### src/rtl/npu_pkg.sv
// Shared sizing constants and FSM state encoding for the NPU result path.
package npu_pkg;

  localparam int DIM   = 4;
  localparam int ACC_W = 16;
  localparam int OUT_W = 8;

  typedef logic [1:0] state_t;

  localparam state_t IDLE = 2'd0;
  localparam state_t LOAD = 2'd1;
  localparam state_t EMIT = 2'd2;

  // Counter add that sticks at 31 instead of wrapping.
  function automatic logic [4:0] sat_add5(input logic [4:0] a, input logic [4:0] b);
    logic [5:0] s;
    s = {1'b0, a} + {1'b0, b};
    return s[5] ? 5'd31 : s[4:0];
  endfunction

endpackage

### src/rtl/requant_lane.sv
// One-element requantiser: optional ReLU, round-half-up, arithmetic right shift,
// saturation to the signed OUT_W range with a flag when clamping occurred.
module requant_lane #(
  parameter int ACC_W = npu_pkg::ACC_W,
  parameter int OUT_W = npu_pkg::OUT_W
) (
  input  logic [ACC_W-1:0] x,
  input  logic [3:0]       shift,
  input  logic             relu_en,
  output logic [OUT_W-1:0] y,
  output logic             sat
);
  import npu_pkg::*;

  localparam logic signed [ACC_W:0] MAX_V = (ACC_W+1)'((1 << (OUT_W-1)) - 1);
  localparam logic signed [ACC_W:0] MIN_V = ~MAX_V;

  logic signed [ACC_W:0] ext;
  logic signed [ACC_W:0] bias;
  logic signed [ACC_W:0] rnd;
  logic signed [ACC_W:0] shf;

  // One extra bit of headroom so the rounding bias cannot overflow.
  always_comb begin
    ext  = (relu_en && x[ACC_W-1]) ? '0 : $signed({x[ACC_W-1], x});
    bias = '0;
    if (shift != 4'd0) begin
      bias[shift - 4'd1] = 1'b1;
    end
    rnd = ext + bias;
    shf = rnd >>> shift;
    y   = shf[OUT_W-1:0];
    sat = 1'b0;
    if (shf > MAX_V) begin
      y   = MAX_V[OUT_W-1:0];
      sat = 1'b1;
    end else if (shf < MIN_V) begin
      y   = MIN_V[OUT_W-1:0];
      sat = 1'b1;
    end
  end

endmodule

### src/rtl/result_requant.sv
// Captures a DIMxDIM accumulator matrix and streams it out row by row,
// requantised to OUT_W bits, over a valid/ready interface.
module result_requant #(
  parameter int DIM   = npu_pkg::DIM,
  parameter int ACC_W = npu_pkg::ACC_W,
  parameter int OUT_W = npu_pkg::OUT_W
) (
  input  logic                     clk,
  input  logic                     rst,
  input  logic [DIM*DIM*ACC_W-1:0] c_in,
  input  logic                     c_valid,
  input  logic [3:0]               shift,
  input  logic                     relu_en,
  output logic                     m_valid,
  input  logic                     m_ready,
  output logic [DIM*OUT_W-1:0]     m_data,
  output logic                     m_last,
  output logic                     busy,
  output logic [4:0]               sat_cnt,
  output logic                     drop_err
);
  import npu_pkg::*;

  localparam int ROW_W = DIM * ACC_W;
  localparam int IDX_W = (DIM > 1) ? $clog2(DIM) : 1;
  localparam logic [IDX_W-1:0] LAST_ROW = IDX_W'(DIM - 1);

  state_t                   state;
  logic [DIM*DIM*ACC_W-1:0] mat_q;
  logic [3:0]               shift_q;
  logic                     relu_q;
  logic [IDX_W-1:0]         row_idx;
  logic [ROW_W-1:0]         row_sel;
  logic [DIM*OUT_W-1:0]     row_out;
  logic [DIM-1:0]           row_sat;
  logic [4:0]               row_sat_cnt;
  logic                     accept;
  logic                     load_row;

  // row_idx always points at the next row to be computed; element (i,j) of
  // the flat matrix sits at index (i*DIM+j)*ACC_W.
  assign row_sel  = mat_q[int'(row_idx) * ROW_W +: ROW_W];
  assign accept   = m_valid && m_ready;
  assign load_row = (state == LOAD) || ((state == EMIT) && accept && !m_last);

  for (genvar j = 0; j < DIM; j++) begin : g_lane
    requant_lane #(
      .ACC_W(ACC_W),
      .OUT_W(OUT_W)
    ) u_lane (
      .x      (row_sel[j*ACC_W +: ACC_W]),
      .shift  (shift_q),
      .relu_en(relu_q),
      .y      (row_out[j*OUT_W +: OUT_W]),
      .sat    (row_sat[j])
    );
  end

  always_comb begin
    row_sat_cnt = '0;
    for (int j = 0; j < DIM; j++) begin
      row_sat_cnt = row_sat_cnt + 5'(row_sat[j]);
    end
  end

  // Capture only from IDLE; the final-row handshake leaves state in EMIT for
  // that edge, so a coincident c_valid is dropped rather than chained.
  always_ff @(posedge clk or posedge rst) begin
    if (rst) begin
      state    <= IDLE;
      mat_q    <= '0;
      shift_q  <= '0;
      relu_q   <= 1'b0;
      row_idx  <= '0;
      m_valid  <= 1'b0;
      m_last   <= 1'b0;
      m_data   <= '0;
      busy     <= 1'b0;
      sat_cnt  <= '0;
      drop_err <= 1'b0;
    end else begin
      case (state)
        IDLE: begin
          if (c_valid) begin
            mat_q   <= c_in;
            shift_q <= shift;
            relu_q  <= relu_en;
            row_idx <= '0;
            sat_cnt <= '0;
            busy    <= 1'b1;
            state   <= LOAD;
          end
        end
        LOAD: state <= EMIT;
        EMIT: begin
          if (accept && m_last) begin
            m_valid <= 1'b0;
            m_last  <= 1'b0;
            busy    <= 1'b0;
            state   <= IDLE;
          end
        end
        default: state <= IDLE;
      endcase

      if (load_row) begin
        m_data  <= row_out;
        m_last  <= (row_idx == LAST_ROW);
        m_valid <= 1'b1;
        row_idx <= row_idx + IDX_W'(1);
        sat_cnt <= sat_add5(sat_cnt, row_sat_cnt);
      end

      if (c_valid && (state != IDLE)) begin
        drop_err <= 1'b1;
      end
    end
  end

endmodule
### config.mk
export PLATFORM = sky130hd
export DESIGN_NAME = result_requant
export DESIGN_NICKNAME = d
export VERILOG_FILES = /design/src/rtl/npu_pkg.sv /design/src/rtl/requant_lane.sv /design/src/rtl/result_requant.sv
export SDC_FILE = /design/constraint.sdc
export NUM_CORES = 1
export LEC_CHECK = 0
export CORE_MARGIN = 8
export CORE_UTILIZATION = 28
export DETAILED_ROUTE_END_ITERATION = 8
export GPL_ROUTABILITY_DRIVEN = 0
export HOLD_SLACK_MARGIN = 0.06
export SYNTH_ARGS = -nofsm -noshare
export SYNTH_HDL_FRONTEND = slang
export SYNTH_SLANG_ARGS = --single-unit
### constraint.sdc
create_clock -name clk -period 11.3 [get_ports clk]
set_clock_uncertainty 0.15 [all_clocks]
set_input_delay 1.695 -clock clk [delete_from_list [all_inputs] [get_ports clk]]
set_output_delay 1.695 -clock clk [all_outputs]
set_load 0.02 [all_outputs]
[Yosys cells after proc, flatten, opt, wreduce, memory -nomap -nowiden]
Index checks and enable logic that the tools add are counted.
Word-level totals
  flip-flop bits (word level): 306
  input port bits: 265
Operators by class
  $add $sub $neg: 10
  $lt $le $gt $ge: 10
  eq/ne operators: 5
  shifts and indexed selects: 5
  multiplexer cells: 39
  reduce and logical (&&, ||, !) cells: 25
Operators with widths (number)
  $shiftx 256x9->64: 1
  $add 17x17->17: 4
  $gt 17x8->1 const B: 4
  $lt 17x8->1 const B: 4
  $mux 17: 4
  $sshr 17x4->17: 4
  $mux 8: 8
  $mux 5: 4
  $mux 16: 1
  $mux 1: 14
  $reduce_bool 2->1: 6
  $logic_and 1x1->1: 10
  $mux 2: 5
  $reduce_and 2->1: 4
  $add 5x4->6: 1
  $lt 4x6->1 const B: 1
  $pmux 2 s3: 1
  $add 3x1->4: 1
  $demux 1 s4: 1
  $eq 2x2->1 const B: 2
  $ge 4x1->1 const B: 1
  $reduce_bool 4->1: 1
  $sub 4x1->4 const B: 1
  $add 2x1->3: 1
  other kinds (10): 10

[Depth between registers and ports, before layout]
Gate-level depths: netlist of the first run.
  word-level depth: 17
  depth in mapped cells: 29
  gate-level depth less buffers: 24

[Hierarchy]
A second synthesis of the first run with hierarchy kept.
Second synthesis, totals
  cells, all modules: 2646
  area total of the unflattened synthesis: 21789.6 sq um
By module, submodules not included
  result_requant: times used 1, cells an instance 1383, area each 13228.9 sq um
  requant_lane at g_lane[0].u_lane ...: times used 2, cells an instance 315, area each 2104.5 sq um
  requant_lane at g_lane[3].u_lane: times used 1, cells an instance 316, area each 2214.6 sq um
  requant_lane at g_lane[1].u_lane: times used 1, cells an instance 317, area each 2137.0 sq um

[Least setup slack after synthesis of the first run]
No wires, ideal clock.
  path type: flip-flop to flip-flop
  start point: reg shift_q[1]
  end point: reg sat_cnt[4]
  library setup time: 0.137 ns
  arrival time: 6.869 ns
  required time: 11.013 ns
  path slack: 4.144 ns
  stages on the path, launching flop included: 29
  path buffers: 7
  path through: dfrtp_1 clkbuf_1 inv_1 clkbuf_1 buf_4 buf_2 buf_1 clkbuf_1 nor2_1 ha_1 buf_1 a21o_1 a31oi_1 o21ai_0 nand4_1 a22oi_1 mux2i_1 a2111oi_0 a41oi_1 a2111o_1 o31ai_4 and2_1 fa_1 fa_1 fa_1 nor2_1 nand3_1 nor3_1 a211oi_1
Between the ends
  cells in the longest elaborated chain, start to end: 17
Ends and longest elaborated chain
  from (decl): RTL line result_requant.sv:30  | logic [3:0] shift_q;
  from (signal assigned): RTL line result_requant.sv:86  | shift_q <= shift;
  $sub 4x1->4: RTL line requant_lane.sv:28  | bias[shift - 4'd1] = 1'b1;
  $lt 4x6->1 (not written as such) or $ge 4x1->1 (tied branches): RTL line requant_lane.sv:28
  $logic_and 1x1->1 (not written as such): RTL line requant_lane.sv:28
  $mux 1 (not written as such): RTL line requant_lane.sv:28
  $demux 1 s4
  $mux 16: RTL line requant_lane.sv:27  | if (shift != 4'd0) begin
  $add 17x17->17: RTL line requant_lane.sv:30  | rnd = ext + bias;
  $sshr 17x4->17: RTL line requant_lane.sv:31  | shf = rnd >>> shift;
  $lt 17x8->1: RTL line requant_lane.sv:37  | end else if (shf < MIN_V) begin
  $mux 1: RTL line requant_lane.sv:37
  $mux 1: RTL line requant_lane.sv:34  | if (shf > MAX_V) begin
  $add 1x1->2: RTL line result_requant.sv:62  | row_sat_cnt = row_sat_cnt + 5'(row_sat[j]);
  $add 2x1->3: RTL line result_requant.sv:62
  $add 3x1->4 *: RTL line result_requant.sv:62
  $add 5x4->6 *: RTL line npu_pkg.sv:17  | s = {1'b0, a} + {1'b0, b};
  $mux 5 *: RTL line npu_pkg.sv:18  | return s[5] ? 5'd31 : s[4:0];
  $mux 5 *: RTL line result_requant.sv:106  | if (load_row) begin
  to (signal assigned): RTL line result_requant.sv:111  | sat_cnt <= sat_add5(sat_cnt, row_sat_cnt);
  to (decl): RTL line result_requant.sv:19  | output logic [4:0] sat_cnt,
Every way passes the cells marked *; elsewhere a longest branch is shown, timed or not.
A chain may end at the register's enable or synchronous reset.

[Worst setup path in the final report of the first run]
Same ends and word-level chain as after synthesis.

==> results of run 1 <==
-- power by group through the flow --
stage / registers [W] / logic, W / clock network (W)
after floorplan: 0.00191 / 0.00437 / 0
after global placement: 0.00201 / 0.00590 / 0
after detailed placement: 0.00202 / 0.00591 / 0
after CTS: 0.00201 / 0.00593 / 0.00121
after global routing: 0.00208 / 0.00656 / 0.00124
final: 0.00200 / 0.00601 / 0.00117
-- synthesized netlist by cell type, types with 12 or more instances --
library cell    n  area share
xor2_1         19      0.0078
buf_4          14      0.0049
o22ai_1        12      0.0035
nor2_1        102       0.018
a21o_1         20      0.0070
a211oi_1       38       0.013
and3_1         13      0.0038
a21oi_1       101       0.024
nand4_1        18      0.0053
inv_1          32      0.0056
o221ai_1       17      0.0070
mux2_2         13      0.0069
buf_1          18      0.0032
o21ai_0        75       0.018
and2_1         12      0.0035
o211ai_1       35       0.012
xnor2_1        48       0.020
mux2i_1        42       0.020
clkbuf_1      116       0.020
dfrtp_1       306        0.36
nor2b_1        56       0.016
nand2b_1       12      0.0035
nand3_1        51       0.012
ha_1           58       0.034
nand2_1       953        0.17
a31oi_1        27      0.0079
nor3_1         25      0.0059
buf_2          14      0.0033
mux4_2         71       0.075
-- metrics by stage --
step / setup slack, ps / power [W] / util / instances
final: 2980 / 0.00918 / 0.349 / 3774
after global routing: 2360 / 0.00988 / 0.349 / 3773
after CTS: 3220 / 0.00914 / 0.349 / 3771
after detailed placement: 3280 / 0.00793 / 0.333 / 3710
after global placement: 3310 / 0.00791 / 0.333 / 3710
after floorplan: 996 / 0.00627 / - / 2560
-- layer usage --
metal | vias to the layer above | wire, µm | track usage
met1 | 9387 | 33700 | 0.238
met3 | 104 | 5790 | 0.0346
met5 | - | 13 | 0
met4 | 2 | 1990 | 0.0454
met2 | 823 | 33100 | 0.261
li1 | 9407 | - | -
-- sequential cells by signal, summed over array words and instances (netlist names) --
name      count
busy          1
drop_err      1
m_data       32
m_last        1
m_valid       1
mat_q       256
relu_q        1
row_idx       2
sat_cnt       5
shift_q       4
state         2
-- kinds of logic after synthesis --
group | after synthesis | share of synthesized area
AOI/OAI and AO/OA | 493 | 0.169
xor gates and xnor gates | 71 | 0.0305
adders and majority gates | 64 | 0.0382
buffers and inverters | 200 | 0.0397
DFF | 306 | 0.359
muxes | 135 | 0.111
other | 1 | 0.000176
and+or+nand+nor | 1287 | 0.253
-- worst max-delay path by stage --
stage / start / to / slack (ps) / depth (start not counted)
3_3_place_gp: row_idx[0]$_DFFE_PP0P_ / sat_cnt[4]$_DFFE_PP0P_ / 3310 / 21
2_1_floorplan: rst / busy$_DFFE_PP0P_ / 1000 / 1
6_report: shift_q[1]$_DFFE_PP0P_ / sat_cnt[4]$_DFFE_PP0P_ / 2980 / 21
4_1_cts: row_idx[0]$_DFFE_PP0P_ / sat_cnt[4]$_DFFE_PP0P_ / 3220 / 21
5_1_grt: row_idx[0]$_DFFE_PP0P_ / sat_cnt[4]$_DFFE_PP0P_ / 2360 / 21
3_5_place_dp: row_idx[0]$_DFFE_PP0P_ / sat_cnt[4]$_DFFE_PP0P_ / 3280 / 22
-- layout make-up --
type,instances,share of cell area
multi-input combinational,2054,0.488
sequential,306,0.290
timing repair buffer,337,0.125
tap,978,0.0463
clock buffer,52,0.0401
inverter,35,0.00554
clock inverter,9,0.00464
antenna,3,0.000284
-- critical path, cell delays in order, from the launching register on --
cell and delay (ps):
dfrtp_2 700, buf_4 510, nand2_1 360, nor2_1 840, ha_1 480, a21oi_1 240
o21ai_0 300, a221oi_1 450, mux2_2 400, a2111oi_0 730, o2bb2ai_1 270, nor3_1 210
nand4_1 140, o31a_1 360, nor2_1 170, fa_1 460, fa_1 480, fa_1 370
nor2_1 170, nand3_1 120, nor3_1 170, a211oi_1 70
==> flow_metrics.env, run 1 <==
export IMPL_p_sw_w=0.00452
export IMPL_cts_tree="done"
export IMPL_synth_edf_count=0
export IMPL_drive_above_1_share=0.0859
export IMPL_avgSynthCellArea_um2=8.35
export IMPL_min_to="mat_q[85]$_DFFE_PP0P_"
export IMPL_dieWidth_um=292
export IMPL_tightest_slew_ps=1180
export IMPL_multi_input_area_um2=12900
export IMPL_ys_types=107
export IMPL_die_h_um=292
export IMPL_cp_max_fo=45
export IMPL_reg2regPathDepth=21
export IMPL_start_kind="register"
export IMPL_antenna_found_initial=4
export IMPL_grt_pass1_vias=19040
export IMPL_wl_um=74500
export IMPL_fp_coreArea_um2=75700
export IMPL_synth_seq_cells=306
export IMPL_cts_repair_resized=0
export IMPL_numClockSinks=306
export IMPL_clkPwrFrac=0.128
export IMPL_rsz0062_at_grt="false"
export IMPL_syn_area_um2=21300
export IMPL_cp_data_arrival_time_ps=8560
export IMPL_vias_per_cell=5.23
export IMPL_drc_errors=0
export IMPL_fp_dieArea_um2=85300
export IMPL_routedWlPerCell_um=19.7
export IMPL_worstHoldPathCells=2
export IMPL_p_leak_nw=11.7
export IMPL_hold_viol_final=0
export IMPL_holdWs_ps=316
export IMPL_synth_flop_cell="dfrtp_1"
export IMPL_fin_nets=3095
export IMPL_timing_rr_end="sat_cnt[4]$_DFFE_PP0P_"
export IMPL_maxClockFrequency_mhz=120
export IMPL_cts_buffers=35
export IMPL_worstHoldStart="mat_q[85]$_DFFE_PP0P_"
export IMPL_ys_warn_count=0
export IMPL_clock_path_buffers=3
export IMPL_dr_total_vias=19723
export IMPL_setup_tns_final_ps=0
export IMPL_crit_required_ps=11550
export IMPL_cts_max_level=2
export IMPL_grt_overflow_total=0
export IMPL_slew_headroom=0.208
export IMPL_maxCapViolCount=0
export IMPL_switching_share=0.492
export IMPL_grt_max_degree=145
export IMPL_seq_area_um2=7670
export IMPL_clock_latency_ps=570
export IMPL_finalSetupViolations=0
export IMPL_track_usage=0.168
export IMPL_initial_core_util=0.282
export IMPL_cts_root_buffer="clkbuf_16"
export IMPL_period_needed_ps=8320
export IMPL_end_kind="register"
export IMPL_drt_initial_drc_count=1985
export IMPL_p_comb_frac=0.654
export IMPL_cts_hold_buffers=0
export IMPL_ys_seq_area_frac=0.359
export IMPL_area_growth_pct=23.8
export IMPL_finalCritPeriodShare=0.736
export IMPL_status="complete, no violations"
export IMPL_power_internal_w=0.00466
export IMPL_p_per_area_nw_per_um2=347
export IMPL_rows=101
export IMPL_postRouteAntennaNets=0
export IMPL_regToRegSetupSlack_ps=2980
export IMPL_dr_pass1_iters=6
export IMPL_layout_common_cells="nand2_1 (952), clkdlybuf4s50_1 (305), dfrtp_1 (300)"
export IMPL_async_flop_share=1.00
export IMPL_clkTransAtPathRegs_ps=60
export IMPL_syn_inst=2557
export IMPL_placed_area_um2=25200
export IMPL_final_common_cell="nand2_1"
export IMPL_worstReg2RegStart="shift_q[1]$_DFFE_PP0P_"
export IMPL_grt_pass1_wl_um=115000
export IMPL_numPortBuffers=305
export IMPL_pwr_share_seq=0.218
export IMPL_io_pins=306
export IMPL_drv_slew=0
export IMPL_worstSetupPathType="register to register"
export IMPL_cts_setup_buffers=0
export IMPL_dp_hpwl_um=55400
export IMPL_fillCellCount=7777
export IMPL_peakVddDrop_mv=0.135
export IMPL_final_area_um2=26400
export IMPL_hold_class="register to register"
No activity file was read; power rests on OpenSTA's default activity.
==> inputs of run 2 (changes only) <==
clock period = 8.4 ns   (was 11.3 ns; I/O delays follow)
==> run 2 against run 1 <==
Via count fell by 0.22%. Count of clock-buffer cells in the layout decreased by 6. Final area grew 1.1%. Clock power grew 39%. Hold slack worse by 0.55 ps. Die area unchanged. Critical path type unchanged. Largest cell class unchanged.
==> flow_metrics.env, run 2 (synthesis results as in run 1) <==
export IMPL_status="complete, no violations"
export IMPL_drive_above_1_share=0.0960
export IMPL_timing_rr_end="sat_cnt[4]$_DFFE_PP0P_"
export IMPL_area_growth_pct=25.2
export IMPL_slowest_stage="dfrtp_4"
export IMPL_reg2regPathDepth=21
export IMPL_dr_pass1_iters=6
export IMPL_clock_path_buffers=3
export IMPL_worstSetupEndpoint="sat_cnt[4]$_DFFE_PP0P_"
export IMPL_clkTransAtPathRegs_ps=60
export IMPL_cpPeakStageDelay_ps=790
export IMPL_start_kind="register"
export IMPL_p_leak_nw=11.9
export IMPL_rsz0062_at_grt="false"
export IMPL_cp_depth=21
export IMPL_dr_total_vias=19679
export IMPL_hold_viol_final=0
export IMPL_largestRegisters="mat_q x256, m_data x32, sat_cnt x5"
export IMPL_crit_family="compound AO/OA/AOI/OAI gates"
export IMPL_cts_hold_buffers=0
export IMPL_regMostFlops="mat_q"
export IMPL_critPathBufInv=1
export IMPL_worstSetupPathType="register to register"
export IMPL_slew_headroom=0.202
export IMPL_antenna_found_initial=5
export IMPL_grt_pass1_vias=19503
export IMPL_end_kind="register"
export IMPL_cts_setup_buffers=0
export IMPL_clock_latency_ps=550
export IMPL_rows=101
export IMPL_fp_coreArea_um2=75700
export IMPL_worstReg2RegStart="row_idx[0]$_DFFE_PP0P_"
export IMPL_largest_reg_flops=256
export IMPL_setup_tns_final_ps=0
export IMPL_critPathMostFrequentCell="fa_1"
export IMPL_cts_max_level=2
export IMPL_drt_initial_drc_count=2097
export IMPL_numClockSinks=306
export IMPL_dp_hpwl_um=56200
export IMPL_numPortBuffers=305
export IMPL_io_pins=306
export IMPL_postRouteAntennaNets=0
export IMPL_period_needed_ps=7660
export IMPL_fin_nets=3125
export IMPL_maxCapViolCount=0
export IMPL_layout_common_cells="nand2_1 (952), clkdlybuf4s50_1 (305), dfrtp_1 (300)"
export IMPL_cts_tree="done"
export IMPL_grt_pass1_wl_um=117000
export IMPL_maxClockFrequency_mhz=130
export IMPL_drv_slew=0
export IMPL_crit_required_ps=8650
export IMPL_cp_data_arrival_time_ps=7920
export IMPL_critical_path_cell_chain="buf_12 > mux4_2 > nor2b_1 > ha_1 > a21oi_1 > o21ai_0 > a221oi_1 > mux2_2 > a2111oi_0 > o2bb2ai_1 > nor3_1 > nand4_1 > o31a_1 > nor2_1 > fa_1 > fa_1 > fa_1 > nor2_1 > nand3_1 > nor3_1 > a211oi_1"
export IMPL_cts_root_buffer="clkbuf_16"
export IMPL_grt_max_degree=206
export IMPL_tightest_slew_ps=1190
export IMPL_cts_buffers=37
export IMPL_drc_errors=0
export IMPL_placed_area_um2=25500
export IMPL_grt_overflow_total=0
export IMPL_hold_class="register to register"
export IMPL_die_h_um=292
export IMPL_finalCritPeriodShare=0.912
export IMPL_cts_repair_resized=0
export IMPL_p_per_area_nw_per_um2=470
export IMPL_dieWidth_um=292
export IMPL_cp_max_fo=45
export IMPL_peakVddDrop_mv=0.193
export IMPL_vias_per_cell=5.17
export IMPL_finalSetupViolations=0
export IMPL_fp_dieArea_um2=85300
export IMPL_initial_core_util=0.282
export IMPL_routedWlPerCell_um=19.7
export IMPL_regToRegSetupSlack_ps=740
export IMPL_startpoint="row_idx[0]$_DFFE_PP0P_"
export IMPL_final_area_um2=26700
export IMPL_final_common_cell="nand2_1"
export IMPL_wl_um=74800
export IMPL_track_usage=0.171
-- run 2: how the worst min path moves through the flow --
stage | startpoint | end | slack [ps] | cells past startpoint
6_report | mat_q[85]$_DFFE_PP0P_ | mat_q[85]$_DFFE_PP0P_ | 320 | 2
4_1_cts | mat_q[85]$_DFFE_PP0P_ | mat_q[85]$_DFFE_PP0P_ | 320 | 2
3_5_place_dp | mat_q[35]$_DFFE_PP0P_ | mat_q[35]$_DFFE_PP0P_ | 310 | 2
5_1_grt | mat_q[197]$_DFFE_PP0P_ | mat_q[197]$_DFFE_PP0P_ | 340 | 2
3_3_place_gp | mat_q[85]$_DFFE_PP0P_ | mat_q[85]$_DFFE_PP0P_ | 300 | 2
2_1_floorplan | mat_q[101]$_DFFE_PP0P_ | mat_q[101]$_DFFE_PP0P_ | 290 | 2
-- run 2: tightest hold or removal path, delay by kind of cell (launching register included) --
| family | cells | cell delay [ps] |
|---|---|---|
| DFF | 1 | 330 |
| and+or+nand+nor | 2 | 100 |
-- run 2: final cells by class --
type,count,area [µm²]
Sequential cell,306,7670
Timing Repair Buffer,365,3570
Fill cell,7756,49000
Multi-Input combinational cell,2054,12900
Clock buffer,46,1010
Clock inverter,16,201
Tap cell,978,1220
Antenna cell,4,10.0
Inverter,35,143
-- run 2: routing by layer --
layer,GRT usage,part of all wire
met2,0.262,0.44
met3,0.0380,0.074
met5,0,0.00017
met4,0.0485,0.026
met1,0.242,0.46
-- run 2: report_power, final --
group	internal (W)	switching (W)	leakage [nW]
Combinational	0.00327	0.00499	7.54
Sequential	0.00217	0.000491	3.75
Clock	0.000975	0.000655	0.587
Total	0.00642	0.00614	11.9
-- run 2: through the flow --
stage          power (W)  instances   util  hold slack (ps)  setup WS (ps)
2_1_floorplan    0.00844       2560      -              287           1240
6_report          0.0126       3804  0.353              316            737
4_1_cts           0.0125       3800  0.353              320            853
3_3_place_gp      0.0108       3738  0.337              301            840
3_5_place_dp      0.0108       3738  0.337              306            904
5_1_grt           0.0136       3804  0.353              335            223
